===== src/rtl/cache_pkg.sv =====
// Shared types for cache_set: FSM state codes, entry geometry and the per-way entry record.
// The entry is sized from the CACHE_* localparams; CACHE_SET_WRITEBACK_EN adds the dirty bit.
package cache_pkg;

  localparam int CACHE_WAYS     = 4;
  localparam int CACHE_DATA_W   = 8;
  localparam int CACHE_SET_BITS = 4;

  function automatic int age_w(input int ways);
    return $clog2(ways);
  endfunction

  function automatic int tag_w(input int set_bits);
    return 32 - set_bits;
  endfunction

  localparam int AGE_W = age_w(CACHE_WAYS);
  localparam int TAG_W = tag_w(CACHE_SET_BITS);

  localparam logic [2:0] ST_IDLE    = 3'd0;
  localparam logic [2:0] ST_LOOKUP  = 3'd1;
  localparam logic [2:0] ST_FILL    = 3'd3;
  localparam logic [2:0] ST_RESPOND = 3'd5;
`ifdef CACHE_SET_WRITEBACK_EN
  localparam logic [2:0] ST_EVICT   = 3'd2;
`else
  localparam logic [2:0] ST_WTHRU   = 3'd4;
`endif

  typedef struct packed {
    logic [TAG_W-1:0]        tag;
    logic                    valid;
`ifdef CACHE_SET_WRITEBACK_EN
    logic                    dirty;
`endif
    logic [AGE_W-1:0]        age;
    logic [CACHE_DATA_W-1:0] data;
  } way_t;

endpackage


===== src/rtl/cache_lru.sv =====
// Next-age vector for the set's LRU: accessed way becomes 0, younger valid ways age by one.
// Purely combinational; no handshake.
module cache_lru #(
  parameter int WAYS  = 4,
  parameter int AGE_W = 2
) (
  input  logic [WAYS-1:0][AGE_W-1:0] age,
  input  logic [WAYS-1:0]            valid,
  input  logic [AGE_W-1:0]           idx,
  output logic [WAYS-1:0][AGE_W-1:0] age_next
);

  logic [AGE_W-1:0] ref_age;

  always_comb begin
    ref_age = age[idx];
    for (int i = 0; i < WAYS; i++) begin
      age_next[i] = age[i];
      if (AGE_W'(i) == idx)
        age_next[i] = '0;
      else if (valid[i] && (age[i] < ref_age))
        age_next[i] = age[i] + AGE_W'(1);
    end
  end

endmodule


===== src/rtl/cache_set.sv =====
// One N-way cache set with LRU replacement; misses go to memory over a req/ack port.
// Hit read responds 2 cycles after accept; memory phases wait for mem_ack. Accepts only when idle.
// CACHE_SET_WRITEBACK_EN selects write-back with eviction; otherwise writes go through.
module cache_set
  import cache_pkg::*;
#(
  parameter int WAYS     = CACHE_WAYS,
  parameter int DATA_W   = CACHE_DATA_W,
  parameter int SET_BITS = CACHE_SET_BITS
) (
  input  logic              clk,
  input  logic              rst,
  input  logic              req_valid,
  output logic              req_ready,
  input  logic              req_write,
  input  logic [31:0]       req_addr,
  input  logic [DATA_W-1:0] req_wdata,
  output logic              rsp_valid,
  output logic              rsp_hit,
  output logic [DATA_W-1:0] rsp_rdata,
  output logic              mem_req,
  output logic              mem_we,
  output logic [31:0]       mem_addr,
  output logic [DATA_W-1:0] mem_wdata,
  input  logic              mem_ack,
  input  logic [DATA_W-1:0] mem_rdata,
  output logic              is_empty,
  output logic              is_full
);

  localparam int IDX_W = AGE_W;

  logic [2:0]              state;
  logic                    lat_write;
  logic [31:0]             lat_addr;
  logic [DATA_W-1:0]       lat_wdata;
  way_t                    ways [WAYS];
  logic [IDX_W-1:0]        victim;

  logic [TAG_W-1:0]        lat_tag;
  logic [WAYS-1:0]         valid_vec;
  logic [WAYS-1:0][AGE_W-1:0] age_vec;
  logic [WAYS-1:0][AGE_W-1:0] age_next;
  logic                    hit;
  logic                    victim_found;
  logic [IDX_W-1:0]        hit_way;
  logic [IDX_W-1:0]        victim_c;
  logic [IDX_W-1:0]        lru_idx;
  logic [WAYS-1:0]         victim_oh;

  assign lat_tag   = lat_addr[31:SET_BITS];
  assign req_ready = (state == ST_IDLE);
  assign rsp_valid = (state == ST_RESPOND);
  assign victim_oh = WAYS'(1) << victim;
  // Ages are only rewritten on a hit in LOOKUP or on a completed fill.
  assign lru_idx   = (state == ST_LOOKUP) ? hit_way : victim;

  always_comb begin
    hit          = 1'b0;
    hit_way      = '0;
    victim_c     = '0;
    victim_found = 1'b0;
    valid_vec    = '0;
    age_vec      = '0;
    for (int i = 0; i < WAYS; i++) begin
      valid_vec[i] = ways[i].valid;
      age_vec[i]   = ways[i].age;
      if (ways[i].valid && (ways[i].tag == lat_tag)) begin
        hit     = 1'b1;
        hit_way = IDX_W'(i);
      end
      if (!victim_found && !ways[i].valid) begin
        victim_found = 1'b1;
        victim_c     = IDX_W'(i);
      end
    end
    if (!victim_found) begin
      for (int i = 0; i < WAYS; i++)
        if (ways[i].age == AGE_W'(WAYS - 1)) victim_c = IDX_W'(i);
    end
  end

  cache_lru #(
    .WAYS  (WAYS),
    .AGE_W (AGE_W)
  ) u_lru (
    .age      (age_vec),
    .valid    (valid_vec),
    .idx      (lru_idx),
    .age_next (age_next)
  );

  always_ff @(posedge clk) begin
    if (rst) begin
      state     <= ST_IDLE;
      lat_write <= 1'b0;
      lat_addr  <= '0;
      lat_wdata <= '0;
      victim    <= '0;
      rsp_hit   <= 1'b0;
      rsp_rdata <= '0;
      mem_req   <= 1'b0;
      mem_we    <= 1'b0;
      mem_addr  <= '0;
      mem_wdata <= '0;
      is_empty  <= 1'b1;
      is_full   <= 1'b0;
      for (int i = 0; i < WAYS; i++) begin
        ways[i].tag   <= '0;
        ways[i].valid <= 1'b0;
`ifdef CACHE_SET_WRITEBACK_EN
        ways[i].dirty <= 1'b0;
`endif
        ways[i].age   <= AGE_W'(i);
        ways[i].data  <= '0;
      end
    end else begin
      case (state)
        ST_IDLE: begin
          if (req_valid) begin
            lat_write <= req_write;
            lat_addr  <= req_addr;
            lat_wdata <= req_wdata;
            state     <= ST_LOOKUP;
          end
        end

        ST_LOOKUP: begin
          rsp_hit <= hit;
          if (hit) begin
            for (int i = 0; i < WAYS; i++) ways[i].age <= age_next[i];
            if (lat_write) begin
              ways[hit_way].data <= lat_wdata;
`ifdef CACHE_SET_WRITEBACK_EN
              ways[hit_way].dirty <= 1'b1;
`endif
              rsp_rdata <= lat_wdata;
            end else begin
              rsp_rdata <= ways[hit_way].data;
            end
`ifdef CACHE_SET_WRITEBACK_EN
            state <= ST_RESPOND;
`else
            state <= lat_write ? ST_WTHRU : ST_RESPOND;
`endif
          end else begin
            victim <= victim_c;
`ifdef CACHE_SET_WRITEBACK_EN
            state  <= (ways[victim_c].valid && ways[victim_c].dirty) ? ST_EVICT : ST_FILL;
`else
            state  <= ST_FILL;
`endif
          end
        end

`ifdef CACHE_SET_WRITEBACK_EN
        ST_EVICT: begin
          if (!mem_req) begin
            mem_req   <= 1'b1;
            mem_we    <= 1'b1;
            mem_addr  <= {ways[victim].tag, lat_addr[SET_BITS-1:0]};
            mem_wdata <= ways[victim].data;
          end else if (mem_ack) begin
            mem_req             <= 1'b0;
            ways[victim].dirty  <= 1'b0;
            state               <= ST_FILL;
          end
        end
`endif

        ST_FILL: begin
          if (!mem_req) begin
            mem_req  <= 1'b1;
            mem_we   <= 1'b0;
            mem_addr <= lat_addr;
          end else if (mem_ack) begin
            mem_req            <= 1'b0;
            ways[victim].tag   <= lat_tag;
            ways[victim].valid <= 1'b1;
            ways[victim].data  <= lat_write ? lat_wdata : mem_rdata;
`ifdef CACHE_SET_WRITEBACK_EN
            ways[victim].dirty <= lat_write;
`endif
            for (int i = 0; i < WAYS; i++) ways[i].age <= age_next[i];
            rsp_rdata <= lat_write ? lat_wdata : mem_rdata;
            is_empty  <= 1'b0;
            is_full   <= &(valid_vec | victim_oh);
`ifdef CACHE_SET_WRITEBACK_EN
            state <= ST_RESPOND;
`else
            state <= lat_write ? ST_WTHRU : ST_RESPOND;
`endif
          end
        end

`ifndef CACHE_SET_WRITEBACK_EN
        ST_WTHRU: begin
          if (!mem_req) begin
            mem_req   <= 1'b1;
            mem_we    <= 1'b1;
            mem_addr  <= lat_addr;
            mem_wdata <= lat_wdata;
          end else if (mem_ack) begin
            mem_req <= 1'b0;
            state   <= ST_RESPOND;
          end
        end
`endif

        ST_RESPOND: state <= ST_IDLE;

        default: state <= ST_IDLE;
      endcase
    end
  end

endmodule


===== config.mk =====
export PLATFORM = sky130hd
export DESIGN_NAME = cache_set
export DESIGN_NICKNAME = d
export VERILOG_FILES = /design/src/rtl/cache_pkg.sv /design/src/rtl/cache_lru.sv /design/src/rtl/cache_set.sv
export SDC_FILE = /design/constraint.sdc
export NUM_CORES = 1
export LEC_CHECK = 0
export ABC_CLOCK_PERIOD_IN_PS = 5000
export BUFFER_PORTS_ARGS = -buffer_cell sky130_fd_sc_hd__buf_4
export CAP_MARGIN = 20
export CORE_ASPECT_RATIO = 0.6
export CORE_UTILIZATION = 60
export DETAILED_ROUTE_END_ITERATION = 8
export PLACE_DENSITY = 0.86
export REMOVE_ABC_BUFFERS = 1
export SLEW_MARGIN = 20
export SYNTH_ARGS = -nofsm -noshare
export SYNTH_HDL_FRONTEND = slang
export SYNTH_HIERARCHICAL = 1
export SYNTH_SLANG_ARGS = --single-unit
export TNS_END_PERCENT = 5

===== constraint.sdc =====
create_clock -name clk -period 5 [get_ports clk]
set_input_delay 0.75 -clock clk [delete_from_list [all_inputs] [get_ports clk]]
set_output_delay 0.75 -clock clk [all_outputs]
set_load 0.02 [all_outputs]

* Yosys cells after proc, flatten, opt, wreduce, memory -nomap -nowiden
Memory sizes are Yosys's and may differ from the RTL's.
Cells that the tools add are included.
** Operators by class
- Add/subtract/negate cells :: 4
- Order comparisons :: 5
- Muxes and demuxes :: 76
- Bitwise operators :: 11
- Shift operators :: 1
- Equal/unequal tests :: 23
- Reductions and logical operators :: 31
** Operator list (number)
- $eq 28x28->1 :: 4
- $mux 2 :: 28
- $mux 8 :: 5
- $mux 39 :: 1
- $reduce_or 39->1 :: 1
- $mux 1 :: 31
- $mux 3 :: 7
- $ne 2x2->1 const B :: 8
- $pmux 8 s2 :: 1
- $pmux 3 s4 :: 1
- $logic_and 1x1->1 :: 11
- $add 2x1->2 const B :: 4
- $eq 2x2->1 const B :: 4
- $lt 2x2->1 :: 4
- $or 1x1->1 :: 8
- $reduce_and 2->1 :: 4
- $reduce_and 4->1 :: 2
- $eq 3x3->1 const B :: 2
- $reduce_and 3->1 :: 2
- $logic_not 1->1 :: 5
- $reduce_and 5->1 :: 1
- $bmux 2 s2 :: 1
- $eq 2x2->1 const A :: 2
- $or 4x4->4 :: 1
- other kinds (11) :: 13
** Storage, ports and cells
- Flip-flop bits (word level) :: 99
- Word-level logic and storage cells :: 165
- Memory bits (writable) :: 156
- Memories :: 1
- Output and inout bits :: 55
- Bits of input ports :: 53
** Memory list
- ways :: depth 4, width 39, rd ports 5, clocked after memory_dff 0, wr ports 5, RTL line cache_set.sv:37 : way_t ways [WAYS];

* Depth between registers and ports, before layout
Gate-level depths: netlist (run 1).
An unclocked memory read counts as a cell.
- Depth in word-level cells :: 15
- Depth in mapped cells :: 16
- Mapped depth without buffers :: 14

* Hierarchy
The synthesis (run 1) kept the hierarchy.
** Modules (own cells, without submodules)
- cache_set :: instances 1, area an instance 11529.8 um^2, sequential area each 6666.4 um^2, cells an instance 1090
- cache_lru :: instances 1, area an instance 321.6 um^2, sequential area each 0.0 um^2, cells an instance 39

* Least setup slack after synthesis (run 1)
Ideal clock, no wire load.
- Kind :: register to register
- Start point :: register lat_addr[26]
- End point :: memory ways[3][9] (netlist bit) (data pin)
- Data arrival time :: 3.625 ns
- Required time :: 4.735 ns
- Period minus slack after synthesis :: 3.890 ns
- Stages on the path, launching flop included :: 16
- Path buffers :: 2
- Path slack :: 1.110 ns
- Setup time :: 0.265 ns
- Path through :: dfxtp_1 > buf_4 > xor2_1 > or2_2 > nor3b_1 > and4_1 > clkbuf_1 > nor2_1 > o21ai_0 > mux4_2 > inv_1 > ha_1 > nand4bb_1 > xor2_1 > a21oi_1 > or3_1
** RTL lines
- start, declared :: RTL line cache_set.sv:35 : logic [31:0] lat_addr;
- start signal, assigned :: RTL line cache_set.sv:122 : lat_addr <= req_addr;
- end, declared :: RTL line cache_set.sv:37

==> Implementation_results.wiki, run 1 <==
{| class="wikitable"
! Metric !! Value
|-
| Status || completed
|-
| Biggest area contributors in the synthesized netlist || sky130_fd_sc_hd__edfxtp_1 40%, sky130_fd_sc_hd__dfxtp_1 17%, sky130_fd_sc_hd__xnor2_1 6.9%
|-
| P per Cell Area || 345.3 mW/mm²
|-
| Antenna-violating nets left || 0
|-
| Vias in the first global route || 8404
|-
| Detail-routed net length per standard cell || 19.95 µm
|-
| Number of placement rows || 39
|-
| Path class of the lowest-slack min-delay path || register to register
|-
| Cell count after synthesis || 1129
|-
| Filler cell count in the final layout || 1366
|-
| Residual DRC count || 0
|-
| Place WS || 663.6 ps
|-
| Required time of the critical path || 5270 ps
|-
| Largest driver fanout on the critical path || 11
|-
| Series of cell instances along the critical path || xnor2_1, nand4_1, nor4_1, and4_1, nor2_1, o21ai_0, buf_4, mux4_2, inv_1, ha_1, nand4bb_1, xor2_1, a21oi_1, or3_1
|-
| Adder-cell share of the synthesized area || 0.004223
|-
| Share of the synthesized netlist area taken by xor and xnor gates || 0.08699
|-
| I/O pin total || 108
|-
| Wire length of the first global-routing pass || 46130 µm
|-
| Share of synthesized cell area in and, or, nand and nor gates || 0.2088
|-
| Yosys top cell area share || 0.3953
|-
| Number of clock buffers inserted by TritonCTS || 23
|-
| Total global routing overflow || 0
|-
| Post-layout min period || 4456 ps
|-
| Final Wtd Congestion || 0.9126
|-
| Overall die area || 0.02034 mm²
|-
| Largest clock skew in the final design || 20.38 ps
|-
| CP max stage delay || 660 ps
|-
| CTS root buf || sky130_fd_sc_hd__clkbuf_16
|-
| Final hold violation count || 0
|-
| Cell area after synthesis || 0.01185 mm²
|-
| Number of library cell types mapped by synthesis || 58
|-
| Placed wire-length estimate after detailed placement || 20090 µm
|-
| Pin count of the biggest net entering global routing || 52
|-
| Buffers on Ports || 107
|-
| P&R area growth vs syn || 14.03%
|-
| Synth Area per Inst || 10.50 µm²
|-
| Starting DRT DRC Count || 1172
|-
| Highest clock frequency the design can meet || 224.4 MHz
|-
| GR Util All Layers || 0.2920
|-
| Starting density of the core || 0.6180
|-
| Primary FF master, synth || sky130_fd_sc_hd__edfxtp_1
|-
| Setup repair after global routing missed its margin || no
|-
| Final max-slew violation count || 0
|-
| Ant. Diodes || 0
|-
| Final worst-path cycle share || 0.8913
|-
| Hold-fix buffer count after cts || 0
|-
| Share of final-layout standard cells stronger than drive strength 1 || 0.1720
|-
| Number of enable flip-flop cells after synthesis || 156
|-
| Largest family of logic cells by synthesized area || simple AND/OR/NAND/NOR gates
|-
| Relative slew slack || 0.3573
|-
| CP max stage cell || sky130_fd_sc_hd__dfxtp_1
|-
| Total core area || 0.01918 mm²
|-
| Mux cell area share after synthesis || 0.01985
|-
| TritonCTS clock tree || done
|-
| Worst vdd rail ir drop || 270.8 µV
|-
| Count of warnings emitted by yosys || 6
|-
| Clock transition time at the flip-flop clock pins of the worst setup and hold paths || 70 ps
|-
| Resized cells post-CTS || 0
|-
| Number of flip-flops and latches in the synthesized netlist || 255
|-
| Async set-reset flop share out of synthesis || 0
|-
| Vert. Die Dim || 110.9 µm
|-
| CP Capture Type || register
|-
| Fin worst setup slack || 543.6 ps
|-
| Mean number of vias per cell || 5.972
|-
| Chip Width || 183.4 µm
|-
| Worst-case clock buffer depth || 3
|-
| Number of post-CTS setup repair buffers || 0
|-
| Post-place instance area || 0.01276 mm²
|-
| Clk sink count || 255
|-
| Data arrival time of the critical path || 4720 ps
|-
| Number of nets in the final layout || 1255
|-
| Most area-hungry cell type in the Yosys netlist || sky130_fd_sc_hd__edfxtp_1
|-
| Max-cap violation count || 0
|-
| Setup Viol. Count Final || 0
|-
| Vias after detailed routing || 8845
|-
| Setup TNS || 0 ps
|-
| Clock insertion delay at the later pin of the skew report || 530 ps
|-
| Type of origin of the critical path || register
|-
| Complex-gate fraction of the synthesized area || 0.08066
|-
| Layout Cell Area excl Fill || 0.01351 mm²
|-
| Seq/Total Area, Yosys || 0.5625
|-
| Detailed-router iteration count before antenna repair || 5
|-
| Cell leakage power || 4.950 nW
|-
| Setup CP Type || register to register
|-
| Total Power || 4.667 mW
|-
| Total wirelength of the detailed-routed design || 29540 µm
|-
| Util after Layout || 0.7047
|-
| Worst-Margin Slew || 964.0 ps
|-
| Number of antenna violations at the first check in global routing || 0
|-
| Depth of the CTS H-tree || 1
|}
-- placed cells by master, fill, tap and decap left out, drive strengths merged, types with 3 or more instances in the layout --
cell type  netlist  final
a211oi           3      3
a21o             3      3
a21oi           93     93
a31o             8      8
a31oi           18     18
and2           113    113
and3             7      7
and4bb           3      3
buf             33    128
clkbuf          51     33
clkinv           0      4
dfxtp           99     99
edfxtp         156    156
ha               4      4
inv             10     13
mux2             8      8
mux2i           10     10
nand2          205    205
nand3           10     10
nand4           29     29
nand4b           8      8
nor2            53     53
nor3             4      4
nor3b            9      9
nor4            19     19
o21ai           12     12
o22ai            5      5
o31ai            9      9
or2             11     11
or3              3      3
xnor2           95     95
xor2            21     21
-- per-stage QoR --
step	std cells	hold slack, ps
after floorplan	1045	426.0
after global placement	1439	440.8
after detailed placement	1439	448.6
after CTS	1481	457.3
after global routing	1481	470.8
final	1481	454.3
-- sequential cells by signal, indices dropped and copies added, names as in the netlist --
| signal | flops |
|---|---|
| ways | 156 |
| lat_addr | 32 |
| mem_addr | 32 |
| lat_wdata | 8 |
| mem_wdata | 8 |
| rsp_rdata | 8 |
| state | 3 |
| victim | 2 |
| is_empty | 1 |
| is_full | 1 |
| lat_write | 1 |
| mem_req | 1 |
| mem_we | 1 |
| rsp_hit | 1 |
-- metal layers --
layer	vias up	GRT usage	share of wire
met5	-	0	0
met4	0	0.06444	0.020
met2	542	0.4106	0.41
met1	4216	0.4592	0.45
met3	56	0.06209	0.12
li1	4031	-	-
-- synth_stat cells, types with 4 or more instances --
library cell,n
sky130_fd_sc_hd__a21oi_1,93
sky130_fd_sc_hd__a31o_2,8
sky130_fd_sc_hd__a31oi_1,16
sky130_fd_sc_hd__and2_1,113
sky130_fd_sc_hd__and3_1,7
sky130_fd_sc_hd__buf_2,20
sky130_fd_sc_hd__buf_4,10
sky130_fd_sc_hd__clkbuf_1,51
sky130_fd_sc_hd__dfxtp_1,99
sky130_fd_sc_hd__edfxtp_1,156
sky130_fd_sc_hd__ha_1,4
sky130_fd_sc_hd__inv_1,10
sky130_fd_sc_hd__mux2_2,8
sky130_fd_sc_hd__mux2i_1,10
sky130_fd_sc_hd__nand2_1,205
sky130_fd_sc_hd__nand3_1,10
sky130_fd_sc_hd__nand4_1,27
sky130_fd_sc_hd__nand4b_1,8
sky130_fd_sc_hd__nor2_1,51
sky130_fd_sc_hd__nor3_1,4
sky130_fd_sc_hd__nor3b_1,8
sky130_fd_sc_hd__nor4_1,16
sky130_fd_sc_hd__o21ai_0,12
sky130_fd_sc_hd__o31ai_1,9
sky130_fd_sc_hd__or2_2,8
sky130_fd_sc_hd__xnor2_1,93
sky130_fd_sc_hd__xor2_1,21
-- critical path: cells and delay by family (launching register included) --
family / cells / cell delay [ps]
fa+ha+maj: 1 / 260
mux: 1 / 280
buf+inv: 2 / 340
flops: 1 / 660
simple gates: 6 / 1900
compound gates: 2 / 340
xor+xnor: 2 / 400
-- worst paths after layout --
check	from	endpoint	slack (ps)	depth (start not counted)
min	mem_addr[13]	mem_addr[13]	450	2
max reg2reg	lat_addr[16]	ways[3][9]	540	14
max	lat_addr[16]	ways[3][9]	540	14
min reg2reg	mem_addr[13]	mem_addr[13]	450	2
-- area by class of cell --
| class | instances | area, µm² | share of cell area |
|---|---|---|---|
| clock buffers | 33 | 674.4 | 0.04990 |
| clock inverters | 9 | 81.33 | 0.006018 |
| inverters | 10 | 37.54 | 0.002778 |
| multi-input cells | 780 | 4761 | 0.3523 |
| flip-flops and latches | 255 | 6666 | 0.4933 |
| well taps | 266 | 332.8 | 0.02463 |
| repair buffers | 128 | 960.9 | 0.07110 |
-- where the power goes --
group          switching, mW  internal, mW  total [mW]
registers              0.108          2.30        2.41
clock network          0.794         0.998        1.79
logic                  0.285         0.180       0.465
total                   1.19          3.48        4.67
-- cell families after synthesis --
kind of cell,count (synthesis)
buffers and inverters,94
XOR/XNOR,116
AO/OA/AOI/OAI,158
adder cells (fa/ha/maj),4
AND/OR/NAND/NOR,482
flip-flops,255
multiplexers,20
No activity file was read; power rests on OpenSTA's default activity.
==> run 2: changes to the inputs <==
--- a/config.mk
+++ b/config.mk
@@ -16,6 +16,5 @@
 export SLEW_MARGIN = 20
 export SYNTH_ARGS = -nofsm -noshare
 export SYNTH_HDL_FRONTEND = slang
-export SYNTH_HIERARCHICAL = 1
 export SYNTH_SLANG_ARGS = --single-unit
 export TNS_END_PERCENT = 5
==> Implementation_results.wiki, run 2 <==
{| class="wikitable"
! Metric !! Value
|-
| Count of warnings emitted by yosys || 0
|-
| CTS root buf || sky130_fd_sc_hd__clkbuf_16
|-
| Relative slew slack || 0.3910
|-
| Worst-Margin Slew || 905.1 ps
|-
| Setup TNS || 0 ps
|-
| I/O pin total || 108
|-
| Buffer and inverter count on the worst path || 0
|-
| CP Capture Type || register
|-
| Total Power || 4.549 mW
|-
| Type of origin of the critical path || register
|-
| Vert. Die Dim || 112.3 µm
|-
| Starting DRT DRC Count || 1206
|-
| Register-to-register setup slack || 1120 ps
|-
| Number of nets in the final layout || 1281
|-
| Most common cell after layout, fill and taps aside || sky130_fd_sc_hd__nand2_1
|-
| Clk sink count || 255
|-
| Final Wtd Congestion || 0.9560
|-
| Total wirelength of the detailed-routed design || 31900 µm
|-
| Synth cell count leaders || 207 x sky130_fd_sc_hd__nand2_1, 156 x sky130_fd_sc_hd__edfxtp_1, 99 x sky130_fd_sc_hd__a21oi_1, 99 x sky130_fd_sc_hd__dfxtp_1, 89 x sky130_fd_sc_hd__and2_1
|-
| Yosys top cell area share || 0.3853
|-
| Highest-count cells in the layout ignoring fill and taps || 206 x sky130_fd_sc_hd__nand2_1, 156 x sky130_fd_sc_hd__edfxtp_1, 121 x sky130_fd_sc_hd__buf_4, 99 x sky130_fd_sc_hd__dfxtp_1, 98 x sky130_fd_sc_hd__a21oi_1
|-
| Ant. Diodes || 0
|-
| Seq/Total Area, Yosys || 0.5483
|-
| Number of placement rows || 39
|-
| Filler cell count in the final layout || 1393
|-
| Detailed-router iteration count before antenna repair || 6
|-
| Clock insertion delay at the later pin of the skew report || 520 ps
|-
| Cell with the most instances after synthesis || sky130_fd_sc_hd__nand2_1
|-
| Starting density of the core || 0.6261
|-
| Startpoint of the worst-slack reg-to-reg timing path || lat_addr[22]
|-
| Number of library cell types mapped by synthesis || 74
|-
| Final worst-path cycle share || 0.7758
|-
| Primary FF master, synth || sky130_fd_sc_hd__edfxtp_1
|-
| Register name with the most flops || ways
|-
| Final max-slew violation count || 0
|-
| Number of clock buffers inserted by TritonCTS || 23
|-
| Reg2Reg Capture Point || ways[1][8]
|-
| P&R area growth vs syn || 12.43%
|-
| TritonCTS clock tree || done
|-
| Synth Area per Inst || 10.37 µm²
|-
| Cell leakage power || 5.233 nW
|-
| Vias after detailed routing || 9307
|-
| Post-layout min period || 3879 ps
|-
| Cell area after synthesis || 0.01216 mm²
|-
| Mean number of vias per cell || 6.176
|-
| Biggest area contributors in the synthesized netlist || sky130_fd_sc_hd__edfxtp_1 39%, sky130_fd_sc_hd__dfxtp_1 16%, sky130_fd_sc_hd__nand2_1 6.4%
|-
| Cell count after synthesis || 1172
|-
| Share of final-layout standard cells stronger than drive strength 1 || 0.1523
|-
| Cell count along the critical path || 8
|-
| Worst-case clock buffer depth || 3
|-
| Total global routing overflow || 0
|-
| Buffers on Ports || 107
|-
| Setup Viol. Count Final || 0
|-
| Most area-hungry cell type in the Yosys netlist || sky130_fd_sc_hd__edfxtp_1
|-
| Path class of the lowest-slack min-delay path || register to register
|-
| CP max stage cell || sky130_fd_sc_hd__nor4_1
|-
| Resized cells post-CTS || 0
|-
| Family with the most delay on the worst path || simple AND/OR/NAND/NOR gates
|-
| Setup CP Type || register to register
|-
| Non-filler cells in the finished layout || 1507
|-
| Vias in the first global route || 8708
|-
| Largest registers || ways: 156 flops, lat_addr: 32 flops, mem_addr: 32 flops
|-
| Async set-reset flop share out of synthesis || 0
|-
| Largest driver fanout on the critical path || 17
|-
| Antenna-violating nets left || 0
|-
| Highest clock frequency the design can meet || 257.8 MHz
|-
| Largest clock skew in the final design || 11.63 ps
|-
| CP max stage delay || 760 ps
|-
| P per Cell Area || 332.8 mW/mm²
|-
| Residual DRC count || 0
|-
| Placed cell count || 1465
|-
| Max-cap violation count || 0
|-
| Capture point of the worst path || ways[1][8]
|-
| Number of antenna violations at the first check in global routing || 0
|-
| Setup repair after global routing missed its margin || no
|-
| Hold-fix buffer count after cts || 0
|-
| Detail-routed net length per standard cell || 21.17 µm
|-
| CP dominant cell by count || sky130_fd_sc_hd__nor4_2
|-
| Wire length of the first global-routing pass || 49130 µm
|-
| Series of cell instances along the critical path || xor2_1, nor4_1, nand2_1, nor4_2, nor4_2, o31ai_4, o211ai_1, o221a_1
|-
| Pin count of the biggest net entering global routing || 47
|-
| FF-to-FF path depth || 8
|-
| Total core area || 0.01942 mm²
|-
| Placed wire-length estimate after detailed placement || 22220 µm
|-
| Number of enable flip-flop cells after synthesis || 156
|-
| Data arrival time of the critical path || 4150 ps
|-
| Required time of the critical path || 5270 ps
|-
| GR Util All Layers || 0.3115
|-
| Chip Width || 185.8 µm
|-
| Number of flip-flops under the largest register name || 156
|-
| Final hold violation count || 0
|-
| Launching instance or port of the critical path || lat_addr[22]
|-
| Overall die area || 0.02086 mm²
|-
| Clock transition time at the flip-flop clock pins of the worst setup and hold paths || 70 ps
|-
| Worst vdd rail ir drop || 211.4 µV
|-
| Number of flip-flops and latches in the synthesized netlist || 255
|-
| Number of post-CTS setup repair buffers || 0
|-
| Depth of the CTS H-tree || 1
|-
| Status || completed
|}
==> run 2: worst min-delay path by stage <==
stage,start,endpoint,cells past startpoint
finish,mem_addr[30],mem_addr[30],2
detailed placement,mem_addr[30],mem_addr[30],2
floorplan,lat_addr[0],mem_addr[0],2
global route,mem_addr[8],mem_addr[8],2
global placement,lat_addr[0],mem_addr[0],2
CTS,mem_addr[30],mem_addr[30],2
==> run 2: per-layer routing <==
layer	wire length, µm	track usage
met4	461	0.05847
met2	12880	0.4142
met1	14070	0.4947
met3	4475	0.09734
met5	0	0
==> run 2: cells by family (layout without fill, tap and decap cells) <==
| kind of cell | after synthesis | count (layout) | share of synthesized area |
|---|---|---|---|
| AOI/OAI and AO/OA | 167 | 167 | 0.09127 |
| xor gates and xnor gates | 114 | 114 | 0.08891 |
| adders and majority gates | 5 | 5 | 0.004939 |
| buffers and inverters | 104 | 173 | 0.04270 |
| DFF | 255 | 255 | 0.5483 |
| muxes | 19 | 19 | 0.01667 |
| and+or+nand+nor | 508 | 508 | 0.2072 |
==> run 2: worst reg2reg max path, stage by stage, from the launching register on <==
cell                       delay, ps
sky130_fd_sc_hd__dfxtp_1         640
sky130_fd_sc_hd__xor2_1          140
sky130_fd_sc_hd__nor4_1          760
sky130_fd_sc_hd__nand2_1         140
sky130_fd_sc_hd__nor4_2          560
sky130_fd_sc_hd__nor4_2          200
sky130_fd_sc_hd__o31ai_4         690
sky130_fd_sc_hd__o211ai_1        210
sky130_fd_sc_hd__o221a_1         300
==> run 2: through the flow <==
| stage | hold slack [ps] | worst slack (ps) | area, µm² | util |
|---|---|---|---|---|
| 5_1_grt | 484.6 | 926.9 | 13670 | 0.7039 |
| 6_report | 455.1 | 1121 | 13670 | 0.7039 |
| 4_1_cts | 458.5 | 1305 | 13670 | 0.7039 |
| 3_5_place_dp | 449.7 | 1364 | 12920 | 0.6655 |
| 3_3_place_gp | 436.8 | 1399 | 12920 | 0.6655 |
| 2_1_floorplan | 426.0 | 1211 | 11680 | - |
==> run 2: cell type report <==
class                   instances  area (µm²)  area share
multi-input cells             813        4980      0.3643
clock inverters                12       143.9     0.01053
clock buffers                  30       601.8     0.04402
flip-flops and latches        255        6666      0.4876
repair buffers                121       908.4     0.06645
well taps                     266       332.8     0.02435
inverters                      10       37.54    0.002746
==> run 2: power by group <==
group,internal (mW),switching (mW)
combinational,0.146,0.224
clock,1.01,0.776
sequential,2.29,0.102
==> run 3: changes to the inputs <==
--- a/config.mk
+++ b/config.mk
@@ -5,7 +5,8 @@
 export SDC_FILE = /design/constraint.sdc
 export NUM_CORES = 1
 export LEC_CHECK = 0
-export ABC_CLOCK_PERIOD_IN_PS = 5000
+export ABC_AREA = 1
+export ABC_CLOCK_PERIOD_IN_PS = 3700
 export BUFFER_PORTS_ARGS = -buffer_cell sky130_fd_sc_hd__buf_4
 export CAP_MARGIN = 20
 export CORE_ASPECT_RATIO = 0.6
==> constraint.sdc (replaced) <==
create_clock -name clk -period 3.7 [get_ports clk]
set_input_delay 0.555 -clock clk [delete_from_list [all_inputs] [get_ports clk]]
set_output_delay 0.555 -clock clk [all_outputs]
set_load 0.02 [all_outputs]
==> Implementation_results.wiki, run 3 <==
{| class="wikitable"
! Metric !! Value
|-
| Status || completed
|-
| Final Wtd Congestion || 1.075
|-
| P per Cell Area || 625.9 mW/mm²
|-
| Largest family of logic cells by synthesized area || simple AND/OR/NAND/NOR gates
|-
| Largest driver fanout on the critical path || 19
|-
| Relative slew slack || 0.3930
|-
| Chip Width || 183.4 µm
|-
| Largest clock skew in the final design || 23.87 ps
|-
| Setup Viol. Count Final || 0
|-
| Buffers on Ports || 107
|-
| Clock insertion delay at the later pin of the skew report || 540 ps
|-
| Complex-gate fraction of the synthesized area || 0.1258
|-
| Most common cell after layout, fill and taps aside || sky130_fd_sc_hd__nand2_1
|-
| Cell leakage power || 5.590 nW
|-
| Detail-routed net length per standard cell || 19.74 µm
|-
| Number of post-CTS setup repair buffers || 0
|-
| Synth cell count leaders || 308 x sky130_fd_sc_hd__nand2_1, 191 x sky130_fd_sc_hd__nor2_1, 156 x sky130_fd_sc_hd__edfxtp_1, 127 x sky130_fd_sc_hd__o21ai_0, 111 x sky130_fd_sc_hd__inv_1
|-
| Max-cap violation count || 0
|-
| Wire length of the first global-routing pass || 53160 µm
|-
| Total wirelength of the detailed-routed design || 34520 µm
|-
| Seq/Total Area, Yosys || 0.5625
|-
| Worst-Margin Slew || 908.3 ps
|-
| Total global routing overflow || 0
|-
| Number of library cell types mapped by synthesis || 46
|-
| P&R area growth vs syn || 15.72%
|-
| CP Capture Type || register
|-
| Setup TNS || 0 ps
|-
| Vias in the first global route || 9320
|-
| Async set-reset flop share out of synthesis || 0
|-
| Residual DRC count || 0
|-
| Total Power || 8.584 mW
|-
| Vias after detailed routing || 10190
|-
| I/O pin total || 108
|-
| Share of the synthesized netlist area taken by xor and xnor gates || 0.02217
|-
| Switching power || 3.120 mW
|-
| Vert. Die Dim || 110.9 µm
|-
| Final worst-path cycle share || 0.9451
|-
| Detailed-router iteration count before antenna repair || 7
|-
| Biggest area contributors in the synthesized netlist || sky130_fd_sc_hd__edfxtp_1 40%, sky130_fd_sc_hd__dfxtp_1 17%, sky130_fd_sc_hd__nand2_1 9.8%
|-
| Clock power share || 0.294
|-
| Starting density of the core || 0.6180
|-
| Worst vdd rail ir drop || 468.3 µV
|-
| Yosys top cell area share || 0.3953
|-
| Place WS || 404.3 ps
|-
| Placed wire-length estimate after detailed placement || 24460 µm
|-
| Number of enable flip-flop cells after synthesis || 156
|-
| Path class of the lowest-slack min-delay path || input pin to register
|-
| Fin worst setup slack || 203.2 ps
|-
| Register name with the most flops || ways
|-
| Number of flip-flops under the largest register name || 156
|-
| Required time of the critical path || 3890 ps
|-
| Final hold violation count || 0
|-
| Share of synthesized cell area in and, or, nand and nor gates || 0.2172
|-
| Register-to-register setup slack || 200 ps
|-
| Setup CP Type || register to register
|-
| Primary FF master, synth || sky130_fd_sc_hd__edfxtp_1
|-
| Number of placement rows || 39
|-
| P_int || 5.463 mW
|-
| Cell with the most instances after synthesis || sky130_fd_sc_hd__nand2_1
|-
| Pin count of the biggest net entering global routing || 44
|-
| Share of final-layout standard cells stronger than drive strength 1 || 0.1686
|-
| TritonCTS clock tree || done
|-
| Number of clock buffers inserted by TritonCTS || 23
|-
| Setup repair after global routing missed its margin || no
|-
| Sequential Power Share || 0.425
|-
| Most area-hungry cell type in the Yosys netlist || sky130_fd_sc_hd__edfxtp_1
|-
| Final max-slew violation count || 0
|-
| Largest registers || ways: 156 flops, lat_addr: 32 flops, mem_addr: 32 flops
|-
| Starting DRT DRC Count || 1496
|-
| CTS root buf || sky130_fd_sc_hd__clkbuf_16
|-
| Type of origin of the critical path || register
|-
| Number of antenna violations at the first check in global routing || 0
|-
| Depth of the CTS H-tree || 1
|-
| Worst-case clock buffer depth || 3
|-
| Highest clock frequency the design can meet || 286.0 MHz
|-
| Count of warnings emitted by yosys || 0
|-
| Combinational share of power || 0.280
|-
| Clk sink count || 255
|-
| Overall die area || 0.02034 mm²
|-
| Mean number of vias per cell || 5.823
|-
| Number of nets in the final layout || 1523
|-
| Data arrival time of the critical path || 3690 ps
|-
| Ant. Diodes || 0
|-
| Number of flip-flops and latches in the synthesized netlist || 255
|-
| Antenna-violating nets left || 0
|-
| Total core area || 0.01918 mm²
|-
| GR Util All Layers || 0.3456
|-
| Highest-count cells in the layout ignoring fill and taps || 307 x sky130_fd_sc_hd__nand2_1, 189 x sky130_fd_sc_hd__nor2_1, 156 x sky130_fd_sc_hd__edfxtp_1, 129 x sky130_fd_sc_hd__buf_4, 127 x sky130_fd_sc_hd__o21ai_0
|-
| Clock transition time at the flip-flop clock pins of the worst setup and hold paths || 70 ps
|-
| Synth Area per Inst || 8.670 µm²
|-
| Cell count after synthesis || 1367
|-
| Adder-cell share of the synthesized area || 0.004223
|-
| Cell area after synthesis || 0.01185 mm²
|-
| Post-layout min period || 3497 ps
|-
| Mux cell area share after synthesis || 0
|-
| Net switching fraction of the power || 0.3635
|}
-- run 3: cell types whose count changed after synthesis, moves of 12 or more --
cell,change
sky130_fd_sc_hd__and2_1,-88
sky130_fd_sc_hd__and3_1,-32
sky130_fd_sc_hd__buf_2,-15
sky130_fd_sc_hd__inv_1,+101
sky130_fd_sc_hd__inv_2,+28
sky130_fd_sc_hd__mux2i_1,-18
sky130_fd_sc_hd__nand2_1,+101
sky130_fd_sc_hd__nand3_1,+12
sky130_fd_sc_hd__nand4_1,-16
sky130_fd_sc_hd__nor2_1,+120
sky130_fd_sc_hd__nor2_2,+19
sky130_fd_sc_hd__o21ai_0,+124
sky130_fd_sc_hd__xnor2_1,-46
sky130_fd_sc_hd__xor2_1,-27
-- run 3: final timing paths --
check,from,endpoint,depth (start not counted)
max,lat_addr[20],ways[2][3],14
min,req_wdata[6],lat_wdata[6],3
max reg2reg,lat_addr[20],ways[2][3],14
min reg2reg,lat_addr[2],mem_addr[2],2
-- run 3: metal layers --
layer	GRT usage	vias up	wire (µm)
met5	0	-	0
met4	0.06444	0	616
met3	0.1478	65	6057
met2	0.4439	739	13250
met1	0.5346	4666	14600
li1	-	4715	-
-- run 3: metrics by stage --
stage            util  hold slack (ps)  std cells  cell area (µm²)
5_1_grt        0.7151            322.9       1749            13710
4_1_cts        0.7148            296.5       1749            13710
3_5_place_dp   0.6736            450.9       1707            12920
6_report       0.7151            299.5       1749            13710
2_1_floorplan       -            431.8       1311            11580
3_3_place_gp   0.6736            442.5       1707            12920
-- run 3: what timing repair did --
action / in CTS / in global routing
endpoints found under the hold margin: 0 / 0
hold buffers: 0 / 0
resized for setup: 0 / 1
setup endpoints to repair: 0 / 17
-- run 3: cell type report --
type / count / area (µm²)
Multi-Input combinational cell: 913 / 4397
Timing Repair Buffer: 130 / 988.4
Inverter: 143 / 539.3
Tap cell: 266 / 332.8
Sequential cell: 255 / 6666
Fill cell: 1436 / 5463
Clock inverter: 15 / 170.2
Clock buffer: 27 / 620.6
-- run 3: logic make-up (layout without fill, tap and decap cells) --
family	Yosys count	after routing
fa+ha+maj	4	4
flops	255	255
simple gates	605	605
buf+inv	199	315
compound gates	274	274
xor+xnor	30	30
-- run 3: power groups by stage --
stage | Sequential, mW | Combinational, mW | Clock (mW)
floorplan | 3.73 | 1.33 | 0
global placement | 3.68 | 2.26 | 0
detailed placement | 3.69 | 2.30 | 0
CTS | 3.64 | 2.33 | 2.54
global route | 3.68 | 2.60 | 2.65
finish | 3.65 | 2.41 | 2.53
-- run 3: critical path: stages (launching register included) --
cell	delay (ps)
sky130_fd_sc_hd__dfxtp_1	460
sky130_fd_sc_hd__inv_2	170
sky130_fd_sc_hd__nand2_1	100
sky130_fd_sc_hd__o21ai_0	90
sky130_fd_sc_hd__nor4_1	630
sky130_fd_sc_hd__nand4_1	160
sky130_fd_sc_hd__nor3_1	270
sky130_fd_sc_hd__nor2_1	100
sky130_fd_sc_hd__nand2_1	80
sky130_fd_sc_hd__nand2_2	80
sky130_fd_sc_hd__nand2_4	220
sky130_fd_sc_hd__nand2_2	130
sky130_fd_sc_hd__inv_4	160
sky130_fd_sc_hd__nand3_2	170
sky130_fd_sc_hd__nand2_1	320
